<file path="src/rtl/mpu_ip_sequencer.sv">
// mpu_ip_sequencer: instruction pointer, commit strobe and stall control for mpu_execution
module mpu_ip_sequencer #(
    parameter logic [15:0] RESET_IP = 16'h0000
) (
    input  logic        sys_clk,
    input  logic        sys_rst,
    input  logic        en,
    output logic [15:0] ip,
    output logic        commit,
    input  logic [15:0] ip_incr,
    input  logic        ip_load,
    input  logic [15:0] ip_data,
    input  logic        user_irq,
    output logic        irq,
    input  logic        irq_clear,
    input  logic        hm_start,
    output logic        hm_req,
    input  logic        hm_end,
    input  logic [63:0] hm_rdata,
    output logic [63:0] hm_data,
    output logic [31:0] retired
);

    typedef enum logic [2:0] {IDLE, RUN, WAIT_HM, COMMIT_HM, WAIT_IRQ} state_t;

    state_t      state, state_nx;
    logic [15:0] ip_nx;

    assign ip_nx = ip_load ? ip_data : ip + ip_incr;

    // state register
    always_ff @(posedge sys_clk or posedge sys_rst) begin
        if (sys_rst) state <= IDLE;
        else         state <= state_nx;
    end

    // next-state selection; hm_start outranks user_irq in RUN
    always_comb begin
        state_nx = state;
        case (state)
            IDLE:      state_nx = en ? RUN : IDLE;
            RUN:       state_nx = hm_start ? WAIT_HM : user_irq ? WAIT_IRQ : en ? RUN : IDLE;
            WAIT_HM:   state_nx = hm_end ? COMMIT_HM : WAIT_HM;
            COMMIT_HM: state_nx = user_irq ? WAIT_IRQ : en ? RUN : IDLE;
            WAIT_IRQ:  state_nx = irq_clear ? (en ? RUN : IDLE) : WAIT_IRQ;
            default:   state_nx = IDLE;
        endcase
    end

    // commit suppressed in RUN when a host read starts so stale data is never written
    always_comb begin
        commit = (state == RUN && !hm_start) || state == COMMIT_HM;
    end

    // ip, counter, interrupt flag, read request and read data latch
    always_ff @(posedge sys_clk or posedge sys_rst) begin
        if (sys_rst) begin
            ip      <= RESET_IP;
            irq     <= 1'b0;
            hm_req  <= 1'b0;
            hm_data <= 64'd0;
            retired <= 32'd0;
        end else begin
            hm_req <= state == RUN && hm_start;
            if (state == IDLE && en) ip <= RESET_IP;
            if (commit) begin
                ip      <= ip_nx;
                retired <= retired + 32'd1;
            end
            if (commit && user_irq) irq <= 1'b1;
            if (state == WAIT_IRQ && irq_clear) irq <= 1'b0;
            if (state == WAIT_HM && hm_end) hm_data <= hm_rdata;
        end
    end

endmodule

</file>
<file path="config.mk">
export PLATFORM = sky130hd
export DESIGN_NAME = mpu_ip_sequencer
export DESIGN_NICKNAME = d
export VERILOG_FILES = /design/src/rtl/mpu_ip_sequencer.sv
export SDC_FILE = /design/constraint.sdc
export NUM_CORES = 1
export LEC_CHECK = 0
export BUFFER_PORTS_ARGS = -buffer_cell sky130_fd_sc_hd__buf_2
export CAP_MARGIN = 20
export CORE_UTILIZATION = 25
export DETAILED_ROUTE_END_ITERATION = 12
export GPL_ROUTABILITY_DRIVEN = 0
export PLACE_DENSITY = 0.58
export SYNTH_ARGS = -nofsm -noshare
export SYNTH_HDL_FRONTEND = slang
export SYNTH_SLANG_ARGS = --single-unit
export TNS_END_PERCENT = 20
</file>
<file path="constraint.sdc">
create_clock -name sys_clk -period 5.7 [get_ports sys_clk]
set_input_delay 0.285 -clock sys_clk [delete_from_list [all_inputs] [get_ports sys_clk]]
set_output_delay 0.285 -clock sys_clk [all_outputs]
set_load 0.01 [all_outputs]
</file>
==> results of run 1 <==
## layout make-up
cell class              count  area (sq um)  share of cell area
inverters                  10          40.0             0.00543
multi-input cells         299          2340               0.317
clock buffers              18           439              0.0595
flip-flops and latches    117          2930               0.397
well taps                 275           344              0.0466
repair buffers            221          1120               0.151
clock inverters            14           175              0.0237
## cells in the mapped netlist (2+ instances only)
cell	count
a21o_1	5
a21oi_1	16
a22oi_1	9
a31oi_1	2
and2_1	2
and3_1	3
and4_1	4
and4_4	2
buf_2	7
clkbuf_1	7
dfrtp_1	117
ha_1	16
inv_1	9
mux2_2	65
mux2i_1	2
nand2_1	34
nand2b_1	4
nand3_1	8
nand4_1	10
nor2_1	20
nor3_1	3
o21ai_0	25
o21bai_1	2
o31ai_1	2
or2_2	2
xnor2_1	33
xor2_1	12
## worst max-delay path, cell delays in order (launching register included)
cell,delay (ns)
dfrtp_1,0.39
ha_1,0.25
fa_1,0.42
a21o_1,0.23
a221oi_2,0.34
o21ai_0,0.22
a22oi_1,0.22
mux2_2,0.35
o221ai_1,0.18
## metal layers
metal | part of all wire | vias up | track usage | routed length (um)
met5 | 0.00073 | - | 0 | 10
met4 | 0.0085 | 2 | 0.0356 | 117
met3 | 0.070 | 14 | 0.0429 | 957
met2 | 0.48 | 139 | 0.205 | 6600
met1 | 0.44 | 2029 | 0.156 | 6080
li1 | - | 2018 | - | -
## cells in the final DEF (no fill, tap or decap), types with 12 or more instances in the layout
cell and count:
ha_1 16, o21ai_0 25, nor2_1 20, dfrtp_1 117
xnor2_1 33, mux2_2 65, xor2_1 12, a21oi_1 16
buf_2 218, nand2_1 34, clkbuf_16 17
## final timing paths
kind,start,endpoint,slack [ns],depth (start not counted)
setup / recovery,ip[0],ip[14],2.99,8
hold / removal,irq_clear,irq,0.09,2
setup reg to reg,ip[0],ip[14],2.99,8
hold reg to reg,retired[31],retired[31],0.46,1
max in group asynchronous,sys_rst,retired[19],3.82,4
min in group asynchronous,sys_rst,hm_data[3],0.51,3
## flip-flops by register name, indices dropped and copies added, names as in the netlist
name,count
retired,32
hm_req,1
ip,16
irq,1
hm_data,64
state,3
## logic make-up after synthesis
family | Yosys count | synth area share
compound gates | 70 | 0.0809
xor+xnor | 45 | 0.0734
buf+inv | 25 | 0.0198
simple gates | 100 | 0.0995
mux | 67 | 0.140
fa+ha+maj | 17 | 0.0410
flops | 117 | 0.545
## what timing repair did
action | 4_1_cts | 5_1_grt
hold buffers | 1 | 0
hold endpoints to repair | 50 | 0
buffers inserted | 0 | 0
## metrics by stage
step,area [sq um],hold WS (ns)
final,7380,0.0893
after detailed placement,6750,0.411
after global placement,6750,0.414
after global routing,7380,0.0796
after CTS,7380,0.0679
after floorplan,5370,0.382
## power breakdown
group	switching (W)	internal (W)	total, W
Combinational	0.000665	0.000621	0.00129
Sequential	0.000166	0.00113	0.00130
Clock	0.000412	0.000704	0.00112
==> metrics.csv, run 1 <==
stage,metric,value,unit
outcome,status,completed,
worst_setup_path,"Worst Path Class, Setup",reg -> reg,
routing,Iter 0 DRT Violations,133,
synth,Syn Area/Cell,12.2,sq um
synth,top post-synthesis cells by area,"dfrtp_1 55%, mux2_2 14%, xnor2_1 5.4%",
timing,Tightest Pin Transition,0.910,ns
worst_setup_path,startpoint type of the worst setup path,flop,
clocking,clk_lat worst skew,0.41,ns
synth,sequential share of the synthesized area,0.545,
global_route,first-pass GRT wire length,21300,um
clocking,Clock Pin Slew Worst Setup and Hold Paths,0.06,ns
synth,syn_nets,562,
worst_setup_path,CP required,6.01,ns
routing,DR WL/cell,14.4,um
global_route,GR Overflow Total,0,
power_and_ir_drop,total power,0.00370,W
min_path,HP Class,in -> reg,
clocking,CTS tree,built,
routing,DRC,0,
synth,cells after synthesis,441,
clocking,CTS Sinks,117,
routing,vias post-DR,4202,
timing,endpoints failing setup,0,
timing,Final Hold Vio Count,0,
synth,Seq cells post-synth,117,
place,Place WS,3.00,ns
synth,"EDFF count, synth",0,
timing,fin. max-slew vios,0,
worst_setup_path,worst-path maximum fanout,3,
final_layout,nets,787,
clocking,clk root buf,clkbuf_16,
timing,Final Skew,0.00935,ns
floorplanning,initial cell density of the core,0.255,
synth,Syn Std Cell Area,5370,sq um
timing,final worst-path cycle share,0.475,
power_and_ir_drop,cell leakage power,3.65,nW
synth,Post-synth top flop,dfrtp_1,
floorplanning,row cnt,53,
clocking,cts bufs inserted,17,
worst_setup_path,CP arrival,3.02,ns
final_layout,# diodes,0,
power_and_ir_drop,PwrDens,502,nW/um^2
synth,Synth area leader,dfrtp_1,
final_layout,fillcell total,2120,
global_route,GR Util All Layers,0.126,
place,port buffer count,218,
routing,via/cell ratio,4.40,
timing,achievable frequency,369,MHz
synth,Yosys top cell area share,0.545,
flow_run,max_cap viols,0,
floorplanning,io pins,219,
clocking,Clock H-tree levels,4,
global_route,initial antenna violation count,2,
timing,setup slack after layout,2.99,ns
routing,TritonRoute pass-1 iters,4,
routing,Final ANT Viol Nets,0,
global_route,largest net degree at the start of global routing,68,
place,dpl hpwl,9870,um
power_and_ir_drop,VDD IR-drop max,188,uV
floorplanning,core area,21000,sq um
timing,RSZ-0062 raised after global routing,no,
floorplanning,Die X,149,um
final_layout,"Core Util, Final",0.351,
floorplanning,Die ar.,22100,sq um
routing,final wirelength,13800,um
final_layout,Syn-to-layout area delta,37.4,%
final_layout,Non-Filler Instances,954,
place,DP Cell Count,921,
synth,Synth cell types,47,
synth,yosys warns,0,
global_route,number of global-route vias before repair,4100,
final_layout,layout cells sized above 1,0.486,
synth,Post-synth ARST share,1.00,
timing,final setup TNS,0,ns
timing,worst rel slew slack,0.393,
floorplanning,Die Ht,149,um
clocking,"Gates resized, CTS repair",0,
timing,crit path time final,2.71,ns
clocking,clk buf depth,2,
worst_setup_path,CP endpoint kind,flop,
(Power assumes the default switching activity.)
==> run 2: changes to the inputs <==
--- a/config.mk
+++ b/config.mk
@@ -10,7 +10,7 @@
 export CORE_UTILIZATION = 25
 export DETAILED_ROUTE_END_ITERATION = 12
 export GPL_ROUTABILITY_DRIVEN = 0
-export PLACE_DENSITY = 0.58
+export PLACE_DENSITY = 0.6
 export SYNTH_ARGS = -nofsm -noshare
 export SYNTH_HDL_FRONTEND = slang
 export SYNTH_SLANG_ARGS = --single-unit
==> constraint.sdc (replaced) <==
create_clock -name sys_clk -period 2.4 [get_ports sys_clk]
set_input_delay 0.12 -clock sys_clk [delete_from_list [all_inputs] [get_ports sys_clk]]
set_output_delay 0.12 -clock sys_clk [all_outputs]
set_load 0.01 [all_outputs]
==> run 2 against run 1 <==
  * Largest cell class unchanged
  * Hold slack lost 0.064 ns
  * Die area unchanged
  * Count of clock-buffer cells in the layout grew 2
  * Critical path type unchanged
==> metrics.csv, run 2 (same netlist as run 1, synthesis figures left out) <==
stage,metric,value,unit
final_layout,fillcell total,1999,
global_route,GR Util All Layers,0.137,
place,port buffer count,218,
routing,via/cell ratio,4.38,
timing,final worst-path cycle share,0.958,
global_route,GR Overflow Total,0,
final_layout,largest registers,"hm_data x64, retired x32, ip x16",
timing,Final Hold Vio Count,0,
worst_setup_path,CP arrival,2.62,ns
worst_setup_path,CP required,2.72,ns
clocking,Clock Pin Slew Worst Setup and Hold Paths,0.06,ns
floorplanning,row cnt,53,
clocking,clk buf depth,2,
clocking,clk root buf,clkbuf_16,
final_layout,"commonest non-fill, non-tap cell in the layout",buf_2,
place,dpl hpwl,9880,um
routing,DRC,0,
floorplanning,Die Ht,149,um
final_layout,layout cells sized above 1,0.448,
outcome,status,completed,
clocking,CTS tree,built,
worst_setup_path,worst-path maximum fanout,2,
timing,endpoints failing setup,0,
timing,achievable frequency,435,MHz
power_and_ir_drop,total power,0.00894,W
clocking,CTS Sinks,117,
global_route,number of global-route vias before repair,4598,
global_route,largest net degree at the start of global routing,118,
floorplanning,Die X,149,um
global_route,gr busiest metal,met2,
routing,DR WL/cell,14.2,um
timing,worst rel slew slack,0.517,
floorplanning,core area,21000,sq um
timing,Final Skew,0.0130,ns
final_layout,"Most flops, register",hm_data,
global_route,grt met3 use,0.0362,
routing,final wirelength,14800,um
timing,fin. max-slew vios,0,
final_layout,nets,878,
worst_setup_path,CP endpoint kind,flop,
global_route,met1 usage,0.166,
routing,Iter 0 DRT Violations,96,
clocking,Clock H-tree levels,4,
global_route,GR met2 Demand/Resource,0.228,
worst_setup_path,"Worst Path Class, Setup",reg -> reg,
power_and_ir_drop,VDD IR-drop max,424,uV
timing,RSZ-0062 raised after global routing,yes,
final_layout,"commonest cells after routing, fill and taps aside","218 x buf_2, 117 x dfrtp_1, 81 x dlygate4sd3_1, 65 x mux2_2, 34 x nand2_1",
floorplanning,io pins,219,
final_layout,area of the multi-input gates,2360,sq um
timing,crit path time final,2.30,ns
clocking,cts bufs inserted,17,
global_route,first-pass GRT wire length,23300,um
final_layout,register area,2930,sq um
final_layout,max reg flops,64,
routing,Final ANT Viol Nets,0,
timing,final setup TNS,0,ns
floorplanning,Die ar.,22100,sq um
routing,vias post-DR,4582,
floorplanning,initial cell density of the core,0.255,
flow_run,max_cap viols,0,
power_and_ir_drop,cell leakage power,4.03,nW
final_layout,Syn-to-layout area delta,54.4,%
routing,TritonRoute pass-1 iters,4,
global_route,initial antenna violation count,1,
timing,Tightest Pin Transition,0.722,ns
power_and_ir_drop,PwrDens,1080,nW/um^2
worst_setup_path,startpoint type of the worst setup path,flop,
clocking,clk_lat worst skew,0.41,ns
min_path,HP Class,in -> reg,
## run 2: changes by cell type in the layout (fill, tap and decap cells not counted), sizes merged
cell / previous run / this run
buf: 220 / 231
bufinv: 3 / 2
clkbuf: 18 / 20
clkinv: 5 / 6
clkinvlp: 3 / 5
diode: 0 / 1
dlygate4sd3: 1 / 81
inv: 13 / 9
## run 2: final timing paths
path | start | endpoint | slack (ns) | cells past startpoint
worst max-delay path | ip[0] | ip[14] | 0.10 | 8
min in group asynchronous | sys_rst | hm_data[26] | 0.47 | 4
worst max register to register | ip[0] | ip[14] | 0.10 | 8
worst min-delay path | ip_data[3] | ip[3] | 0.03 | 3
worst min register to register | retired[31] | retired[31] | 0.46 | 1
max in group asynchronous | sys_rst | retired[1] | 1.47 | 4
## run 2: per-stage QoR
stage	util	setup slack (ns)	area [sq um]	hold slack [ns]	std cells
after floorplan	-	-0.0850	5370	0.217	441
after global placement	0.326	-0.0626	6860	0.345	931
after detailed placement	0.326	-0.104	6860	0.341	931
after CTS	0.393	0.0365	8260	0.00601	1044
after global routing	0.394	-0.0222	8290	0.0524	1046
final	0.394	0.102	8290	0.0256	1046
## run 2: routing by layer
metal	part of all wire	vias to the layer above	wire length, um
met5	0	-	0
met4	0.018	0	267
met3	0.070	17	1040
met2	0.48	177	7140
met1	0.43	2183	6390
li1	-	2205	-
## run 2: worst max-delay path: stages (launching register included)
cell      delay [ns]
dfrtp_1         0.40
ha_4            0.18
fa_2            0.37
a21o_1          0.19
a221oi_2        0.32
o21ai_2         0.10
a22oi_2         0.13
mux2_2          0.34
o221ai_1        0.18
## run 2: what timing repair did
item / CTS / global route
pin swaps: 3 / 5
resized for setup: 3 / 5
endpoints found under the hold margin: 197 / 0
setup endpoints to repair: 1 / 2
hold buffers: 81 / 0
buffers inserted: 0 / 1
## run 2: power by group
group          internal [W]  total (W)  switching (W)  leakage [nW]
logic               0.00165    0.00331        0.00166          2.29
clock network       0.00158    0.00252       0.000940         0.278
registers           0.00269    0.00310       0.000412          1.46
total               0.00592    0.00894        0.00302          4.03
## run 2: cell type report
class / count / area share
flip-flops and latches: 117 / 0.353
multi-input cells: 299 / 0.285
repair buffers: 312 / 0.244
clock buffers: 20 / 0.0551
well taps: 275 / 0.0415
clock inverters: 12 / 0.0154
inverters: 10 / 0.00498
diodes: 1 / 0.000302
==> run 3: changes to the inputs <==
--- a/config.mk
+++ b/config.mk
@@ -7,10 +7,11 @@
 export LEC_CHECK = 0
 export BUFFER_PORTS_ARGS = -buffer_cell sky130_fd_sc_hd__buf_2
 export CAP_MARGIN = 20
-export CORE_UTILIZATION = 25
+export CORE_ASPECT_RATIO = 2
+export CORE_UTILIZATION = 30
 export DETAILED_ROUTE_END_ITERATION = 12
 export GPL_ROUTABILITY_DRIVEN = 0
-export PLACE_DENSITY = 0.6
+export PLACE_DENSITY = 0.67
 export SYNTH_ARGS = -nofsm -noshare
 export SYNTH_HDL_FRONTEND = slang
 export SYNTH_SLANG_ARGS = --single-unit
==> run 3 against run 2 <==
  * Clock skew fell by 0.0049 ns
  * Wire length rose by 5.0%
  * Hold slack lost 0.0094 ns
  * Register-to-register slack got worse by 0.06 ns
  * Clock power rose by 10%
  * Final cell count shrank 5.9%
  * Critical path type unchanged
==> metrics.csv, run 3 (same netlist as run 1, synthesis figures left out) <==
stage,metric,value,unit
global_route,initial antenna violation count,0,
final_layout,Final Cell Area,8300,sq um
routing,DRC,0,
global_route,GR Util All Layers,0.174,
worst_setup_path,CP arrival,2.70,ns
final_layout,"Most flops, register",hm_data,
worst_setup_path,worst-path maximum fanout,2,
floorplanning,core area,17400,sq um
routing,Final ANT Viol Nets,0,
timing,final setup TNS,0,ns
final_layout,"commonest non-fill, non-tap cell in the layout",buf_2,
clocking,Clock H-tree levels,4,
clocking,clk buf depth,2,
timing,Final Skew,0.00805,ns
worst_setup_path,CP required,2.74,ns
final_layout,layout cells sized above 1,0.453,
worst_setup_path,startpoint type of the worst setup path,flop,
global_route,GR Overflow Total,0,
power_and_ir_drop,Net Sw Power,0.00303,W
power_and_ir_drop,P_int,0.00623,W
power_and_ir_drop,power share of the sequential group,0.335,
timing,fin. max-slew vios,0,
timing,worst rel slew slack,0.532,
place,dpl cell area,6820,sq um
timing,Final Hold Vio Count,0,
global_route,largest net degree at the start of global routing,55,
routing,via/cell ratio,4.78,
worst_setup_path,CP endpoint kind,flop,
power_and_ir_drop,total power,0.00926,W
clocking,Clock Pin Slew Worst Setup and Hold Paths,0.06,ns
clocking,CTS Sinks,117,
power_and_ir_drop,logic gate share of total power,0.366,
final_layout,Syn-to-layout area delta,54.5,%
timing,achievable frequency,423,MHz
floorplanning,io pins,219,
timing,RSZ-0062 raised after global routing,yes,
place,dpl hpwl,10800,um
power_and_ir_drop,cell leakage power,4.10,nW
final_layout,Non-Filler Instances,984,
place,port buffer count,218,
floorplanning,row cnt,68,
min_path,HP Class,in -> reg,
power_and_ir_drop,switching part of the total power,0.328,
outcome,status,completed,
timing,crit path time final,2.36,ns
power_and_ir_drop,VDD IR-drop max,477,uV
floorplanning,Die Ht,191,um
routing,final wirelength,15600,um
final_layout,nets,881,
clocking,CTS tree,built,
place,DP Cell Count,870,
global_route,number of global-route vias before repair,4980,
routing,TritonRoute pass-1 iters,4,
global_route,first-pass GRT wire length,24000,um
clocking,clk_lat worst skew,0.41,ns
timing,final worst-path cycle share,0.984,
final_layout,largest registers,"hm_data x64, retired x32, ip x16",
flow_run,max_cap viols,0,
power_and_ir_drop,Clock power frac,0.300,
final_layout,max reg flops,64,
floorplanning,Die ar.,18500,sq um
timing,endpoints failing setup,0,
final_layout,"commonest cells after routing, fill and taps aside","218 x buf_2, 117 x dfrtp_1, 79 x dlygate4sd3_1, 64 x mux2_2, 34 x nand2_1",
floorplanning,Die X,96.6,um
routing,vias post-DR,4706,
floorplanning,initial cell density of the core,0.309,
routing,Iter 0 DRT Violations,125,
power_and_ir_drop,PwrDens,1120,nW/um^2
clocking,clk root buf,clkbuf_16,
clocking,cts bufs inserted,17,
worst_setup_path,"Worst Path Class, Setup",reg -> reg,
routing,DR WL/cell,15.8,um
timing,Tightest Pin Transition,0.701,ns
## run 3: metrics by stage
step | setup slack, ns | utilization | hold WS [ns]
5_1_grt | -0.0658 | 0.478 | 0.0291
6_report | 0.0373 | 0.478 | 0.0163
3_5_place_dp | -0.112 | 0.393 | 0.262
2_1_floorplan | -0.0850 | - | 0.217
3_3_place_gp | -0.0777 | 0.393 | 0.262
4_1_cts | 0.0172 | 0.476 | 0.00743
## run 3: final cells by class
cell class	instances	area [sq um]
Sequential cell	117	2930
Clock inverter	11	171
Tap cell	210	263
Fill cell	1569	9060
Multi-Input combinational cell	299	2360
Inverter	10	41.3
Timing Repair Buffer	315	2050
Antenna cell	1	2.50
Clock buffer	21	480
## run 3: worst paths after layout
check | cells past startpoint | end | startpoint | slack (ns)
setup / recovery | 8 | ip[14] | ip[0] | 0.04
hold / removal | 3 | ip[5] | ip_data[5] | 0.02
setup reg to reg | 8 | ip[14] | ip[0] | 0.04
hold reg to reg | 1 | retired[31] | retired[31] | 0.47
max in group asynchronous | 4 | hm_data[4] | sys_rst | 1.34
min in group asynchronous | 3 | hm_data[55] | sys_rst | 0.37
## run 3: repair_timing
action | in CTS | in global routing
buffers inserted | 1 | 1
pin swaps | 3 | 5
endpoints found under the setup margin | 2 | 2
resized for setup | 2 | 4
hold endpoints to repair | 103 | 0
hold buffers | 79 | 0
## run 3: layer usage
layer  track usage  part of all wire  up-vias
met3        0.0446             0.059       52
met4         0.114             0.049        0
met1         0.162              0.35     2241
met5             0                 0        -
li1              -                 -     2212
met2         0.320              0.54      201
## run 3: worst max-delay path: stages (launching register included)
cell and delay (ns):
dfrtp_1 0.38, ha_2 0.21, fa_2 0.35, a21o_1 0.19, a221oi_2 0.29, o21ai_1 0.15
a22oi_1 0.23, mux2_4 0.33, o221ai_2 0.15
## run 3: power groups by stage
stage	sequential, W	clock [W]	combinational [W]
after detailed placement	0.00313	0	0.00324
final	0.00310	0.00278	0.00338
after global routing	0.00322	0.00292	0.00371
after floorplan	0.00345	0	0.00158
after CTS	0.00310	0.00285	0.00337
after global placement	0.00310	0	0.00319
